$ cat config.mk
export PLATFORM = sky130hd
export DESIGN_NAME = kram_loader
export DESIGN_NICKNAME = d
export VERILOG_FILES = /design/src/rtl/kram_loader.sv
export SDC_FILE = /design/constraint.sdc
export NUM_CORES = 1
export LEC_CHECK = 0
export CORE_AREA = 2 2 247 249
export CTS_CLUSTER_DIAMETER = 30
export DETAILED_ROUTE_END_ITERATION = 10
export DIE_AREA = 0 0 249 251
export GPL_TIMING_DRIVEN = 0
export HOLD_SLACK_MARGIN = 0.06
export PLACE_DENSITY = 0.61
export SLEW_MARGIN = 20
export SYNTH_ARGS = -nofsm -noshare
export SYNTH_HDL_FRONTEND = slang
export SYNTH_SLANG_ARGS = --single-unit
$ cat constraint.sdc
create_clock -name clk -period 6.8 [get_ports clk]
set_clock_uncertainty 0.15 [all_clocks]
set_input_delay 0.68 -clock clk [delete_from_list [all_inputs] [get_ports clk]]
set_output_delay 0.68 -clock clk [all_outputs]
set_load 0.1 [all_outputs]
$ cat src/rtl/kram_loader.sv
// Kernel RAM loader: streams weight words into the idle ping-pong slot of the KRAM bank array.
// Optional build macro KRAM_LOADER_ZERO_PAD_EN zero-fills the slot after an early s_last. PE_NUM must be a power of two >= 2.
module kram_loader #(
    parameter int PE_NUM  = 16,
    parameter int DATA_W  = 8,
    parameter int BANK_AW = 9
) (
    input  logic                          clk,
    input  logic                          rst,
    input  logic                          start,
    input  logic [BANK_AW-1:0]            cfg_rows,
    input  logic                          s_valid,
    input  logic [DATA_W-1:0]             s_data,
    input  logic                          s_last,
    output logic                          s_ready,
    input  logic                          slot_release,
    input  logic                          rel_slot,
    output logic [1:0]                    slot_full,
    output logic                          wr_slot,
    output logic                          busy,
    output logic                          done,
    output logic                          err,
    output logic [2*PE_NUM*BANK_AW-1:0]   bram_addr_a,
    output logic [2*PE_NUM*DATA_W-1:0]    bram_wdata_a,
    output logic [2*PE_NUM-1:0]           bram_we_a,
    output logic [2*PE_NUM-1:0]           bram_en_a
);

    localparam int NB     = 2 * PE_NUM;
    localparam int LANE_W = $clog2(PE_NUM);
    localparam int K_W    = LANE_W + BANK_AW;
    localparam int BSEL_W = LANE_W + 1;

    typedef enum logic [2:0] {ST_IDLE, ST_WAIT, ST_LOAD, ST_PAD, ST_DONE} state_t;

    state_t                  r_state;
    state_t                  w_next;
    logic [BANK_AW-1:0]      r_rows;
    logic [K_W-1:0]          r_k;
    logic                    r_wr_slot;
    logic [1:0]              r_slot_full;
    logic                    r_err;
    logic [NB*BANK_AW-1:0]   r_addr_a;
    logic [NB*DATA_W-1:0]    r_wdata_a;
    logic [NB-1:0]           r_we_a;
    logic [NB-1:0]           r_en_a;

    logic                    w_ready;
    logic                    w_hs;
    logic                    w_wr;
    logic [DATA_W-1:0]       w_wdata;
    logic [LANE_W-1:0]       w_k_lane;
    logic [BANK_AW-1:0]      w_k_row;
    logic                    w_last_word;
    logic [BSEL_W-1:0]       w_bank;
    logic                    w_rel_hit;

    // Word k maps to lane k % PE_NUM and row k / PE_NUM; with PE_NUM a power of two these are bit fields of k.
    assign w_k_lane    = r_k[LANE_W-1:0];
    assign w_k_row     = r_k[K_W-1:LANE_W];
    assign w_last_word = (w_k_row == r_rows) && (&w_k_lane);
    assign w_bank      = {r_wr_slot, w_k_lane};
    assign w_hs        = s_valid && (r_state == ST_LOAD);
    assign w_rel_hit   = slot_release && (rel_slot == r_wr_slot);

`ifdef KRAM_LOADER_ZERO_PAD_EN
    assign w_wr    = w_hs || (r_state == ST_PAD);
    assign w_wdata = (r_state == ST_PAD) ? '0 : s_data;
`else
    assign w_wr    = w_hs;
    assign w_wdata = s_data;
`endif

    always_ff @(posedge clk) begin
        if (rst) r_state <= ST_IDLE;
        else     r_state <= w_next;
    end

    always_comb begin
        w_next  = r_state;
        w_ready = 1'b0;
        case (r_state)
            ST_IDLE: if (start) w_next = r_slot_full[r_wr_slot] ? ST_WAIT : ST_LOAD;
            // A release of the target slot lets the load start on the following cycle.
            ST_WAIT: if (!r_slot_full[r_wr_slot] || w_rel_hit) w_next = ST_LOAD;
            ST_LOAD: begin
                w_ready = 1'b1;
                if (w_hs && w_last_word) w_next = ST_DONE;
`ifdef KRAM_LOADER_ZERO_PAD_EN
                else if (w_hs && s_last) w_next = ST_PAD;
`endif
            end
`ifdef KRAM_LOADER_ZERO_PAD_EN
            ST_PAD:  if (w_last_word) w_next = ST_DONE;
`endif
            ST_DONE: w_next = ST_IDLE;
            default: w_next = ST_IDLE;
        endcase
    end

    always_ff @(posedge clk) begin
        if (rst) begin
            r_rows      <= '0;
            r_k         <= '0;
            r_wr_slot   <= 1'b0;
            r_slot_full <= 2'b00;
            r_err       <= 1'b0;
        end else begin
            if (r_state == ST_IDLE && start) begin
                r_rows <= cfg_rows;
                r_k    <= '0;
                r_err  <= 1'b0;
            end
            if (w_wr) r_k <= r_k + 1'b1;
            if (w_hs) begin
`ifdef KRAM_LOADER_ZERO_PAD_EN
                if (w_last_word && !s_last) r_err <= 1'b1;
`else
                if (s_last != w_last_word) r_err <= 1'b1;
`endif
            end
            // Set after clear so a completing fill beats a same-cycle release of that slot.
            if (slot_release) r_slot_full[rel_slot] <= 1'b0;
            if (r_state == ST_DONE) begin
                r_slot_full[r_wr_slot] <= 1'b1;
                r_wr_slot              <= ~r_wr_slot;
            end
        end
    end

    // PORTA register stage: exactly one bank is driven the cycle after each write, all others idle at zero.
    always_ff @(posedge clk) begin
        if (rst) begin
            r_addr_a  <= '0;
            r_wdata_a <= '0;
            r_we_a    <= '0;
            r_en_a    <= '0;
        end else begin
            r_addr_a  <= '0;
            r_wdata_a <= '0;
            r_we_a    <= '0;
            r_en_a    <= '0;
            if (w_wr) begin
                r_we_a[w_bank]                             <= 1'b1;
                r_en_a[w_bank]                             <= 1'b1;
                r_addr_a[int'(w_bank)*BANK_AW +: BANK_AW]  <= w_k_row;
                r_wdata_a[int'(w_bank)*DATA_W +: DATA_W]   <= w_wdata;
            end
        end
    end

    assign s_ready      = w_ready;
    assign slot_full    = r_slot_full;
    assign wr_slot      = r_wr_slot;
    assign busy         = (r_state != ST_IDLE);
    assign done         = (r_state == ST_DONE);
    assign err          = r_err;
    assign bram_addr_a  = r_addr_a;
    assign bram_wdata_a = r_wdata_a;
    assign bram_we_a    = r_we_a;
    assign bram_en_a    = r_en_a;

endmodule
==> reports/summary.txt <==
Vias = 14300
Core ar. = 59800 um2
Total power = 9.02 mW
HP Class = reg -> reg
Max Fclk = 224 MHz
Fillers = 5334
Clk buf depth = 3
Largest net degree at the start of global routing = 15
TritonCTS clock tree = yes
Grt ovf = 0
Synth Cell Area = 17400 um2
RSZ-0062 raised after global routing = false
First-pass GRT wire length = 95.4 mm
Global placer's final weighted congestion = 0.835
P&R area growth vs syn = 63.7%
Num Clock Sinks = 605
Clock Tree Root = clkbuf_16
Syn_nets = 1659
Worst hold slack = 0.321 ns
Most frequent cells in the layout = clkdlybuf4s50_1 (638), dfxtp_1 (605), nor2_1 (385)
Crit end category = register
CP arrival = 4.85 ns
Hold-fix buffers, CTS = 0
Sw frac = 0.219
Final Slew Violations = 0
Register bit total from synthesis = 605
Worst Tran Pin Value = 1.08 ns
Setup WS post-layout = 2.34 ns
Initial antenna violation count = 2
Post-route clock period utilization = 0.656
GR Util All Layers = 0.205
Startpoint Class = register
Die area = 62500 um2
CTS resizes = 0
Leak = 10.8 nW
DRT Wirelength = 65.8 mm
Post-synth ARST share = 0
Combinational fraction of design power = 0.018
Clk_lat worst skew = 0.63 ns
CP max FO = 10
Clock share of power = 0.588
Syn Area/Cell = 10.7 um2
Crit Path Class = reg -> reg
Hpwl dp = 48.9 mm
PD cells = 317 nW/um2
Commonest non-fill, non-tap cell in the layout = clkdlybuf4s50_1
Final Hold Viols = 0
Synth cell types = 62
Yosys Warn Count = 0
H-tree depth = 3
Final std cells w/o fill = 3249
Post-place setup slack = 2.33 ns
Die Y = 251 um
Setup TNS = 0 ns
Post-synthesis sequential area ratio = 0.697
Mapped Cells = 1628
Sw Pwr = 1.98 mW
Critical Path RT = 7.19 ns
Final setup vio count = 0
Period minus WS final = 4.46 ns
EDFF count, synth = 0
Worst-path clk slew = 0.05 ns
DP Cell Count = 3049
Primary FF master, synth = dfxtp_1
# Max-Cap Violations = 0
Nets@finish = 2404
Row cnt = 90
Vias in the first global route = 14800
CTS Buf Count = 104
Port bufs = 638
Remaining DRCs = 0
Chip Width = 249 um
DRT antenna net count = 0
Initial core utilization = 0.291
DRT iter0 DRCs = 485
Worst vdd rail ir drop = 0.257 mV
Reg2reg setup slack = 2.34 ns
Postcts setup bufs = 0
Drt first pass iters = 4
Share of layout cells above drive strength 1 = 0.112
Reg power frac = 0.395
P_int = 7.04 mW
WL per Instance = 20.3 um
I/O pins = 639
Outcome = finished, final reports clean
Max_slew headroom = 0.276
Via density per instance = 4.40
[sequential cells by signal (all words and copies together), names as in the netlist]
name	count
bram_addr_a	288
bram_en_a	32
bram_wdata_a	256
err	1
r_k	13
r_rows	9
r_state	3
slot_full	2
wr_slot	1
[power groups by stage]
stage	clock network [mW]	logic, mW	registers [mW]
after floorplan	0	0.0772	3.64
after global placement	0	0.156	3.63
after detailed placement	0	0.158	3.63
after CTS	5.38	0.159	3.56
after global routing	5.55	0.170	3.56
final	5.30	0.159	3.56
[cell usage after synthesis (4+ instances only)]
cell	count	area, um2
nor4_1	5	31.3
ha_1	7	87.6
a211oi_1	6	45.0
nand2_1	103	387
and2_1	123	769
a21oi_1	24	120
nor3b_2	4	50.1
a211oi_2	5	62.6
and3_1	89	557
buf_1	5	18.8
xnor2_1	7	61.3
nor3_1	20	100
nor2_1	385	1450
buf_4	35	263
xor2_1	6	52.6
nor3b_1	6	45.0
o211ai_1	4	30.0
nand3_1	17	85.1
o21ai_1	5	25.0
o21ai_0	6	30.0
nand4_1	6	37.5
buf_2	20	100
clkbuf_1	54	203
inv_1	9	33.8
or3_1	8	50.1
dfxtp_1	605	12100
nand2b_1	8	50.1
or4_1	4	30.0
[worst max-delay path: stages (launching register included)]
cell,delay [ns]
dfxtp_1,0.47
buf_4,0.24
buf_2,0.24
inv_1,0.12
ha_1,0.32
inv_1,0.21
nor3_1,0.07
ha_1,0.30
clkbuf_1,0.26
nor3_1,0.55
clkbuf_1,0.59
nand4_1,0.59
nor2_1,0.24
[through the flow]
stage / util / area (um2)
after floorplan: - / 17400
after global placement: 0.414 / 24800
after detailed placement: 0.415 / 24800
after CTS: 0.476 / 28500
after global routing: 0.476 / 28500
final: 0.476 / 28500
[cells by family (layout without fill, tap and decap cells)]
| kind of cell | Yosys count | in the layout | synth area share |
|---|---|---|---|
| other | 0 | 4 | 0 |
| AO/OA/AOI/OAI | 76 | 76 | 0.0340 |
| buffers and inverters | 126 | 961 | 0.0363 |
| AND/OR/NAND/NOR | 797 | 797 | 0.219 |
| adder cells (fa/ha/maj) | 7 | 7 | 0.00504 |
| XOR/XNOR | 13 | 13 | 0.00655 |
| flip-flops | 605 | 605 | 0.697 |
| multiplexers | 4 | 4 | 0.00252 |
[metal layers]
metal | global-route usage | vias up | wire length [um]
li1 | - | 6722 | -
met1 | 0.219 | 6795 | 24800
met2 | 0.361 | 655 | 32800
met3 | 0.0709 | 135 | 5640
met4 | 0.101 | 0 | 2630
met5 | 0 | - | 0
[cell type report]
cell class	instances	area, um2	share of cell area
Clock inverter	77	898	0.0316
Buffer	116	594	0.0209
Tap cell	782	978	0.0344
Inverter	10	37.5	0.00132
Timing Repair Buffer	639	6390	0.225
Antenna cell	4	10.0	0.000352
Sequential cell	605	12100	0.425
Multi-Input combinational cell	897	4680	0.165
Clock buffer	119	2760	0.0970
[path summary, 6_finish.rpt]
path,cells past startpoint,start,to
hold reg to reg,2,r_rows[3]$_SDFFE_PP0P_,r_rows[3]$_SDFFE_PP0P_
hold / removal,2,r_rows[3]$_SDFFE_PP0P_,r_rows[3]$_SDFFE_PP0P_
setup / recovery,12,r_k[0]$_SDFFE_PP0P_,bram_wdata_a[192]$_SDFF_PP0_
setup reg to reg,12,r_k[0]$_SDFFE_PP0P_,bram_wdata_a[192]$_SDFF_PP0_
(Power assumes the default switching activity.)
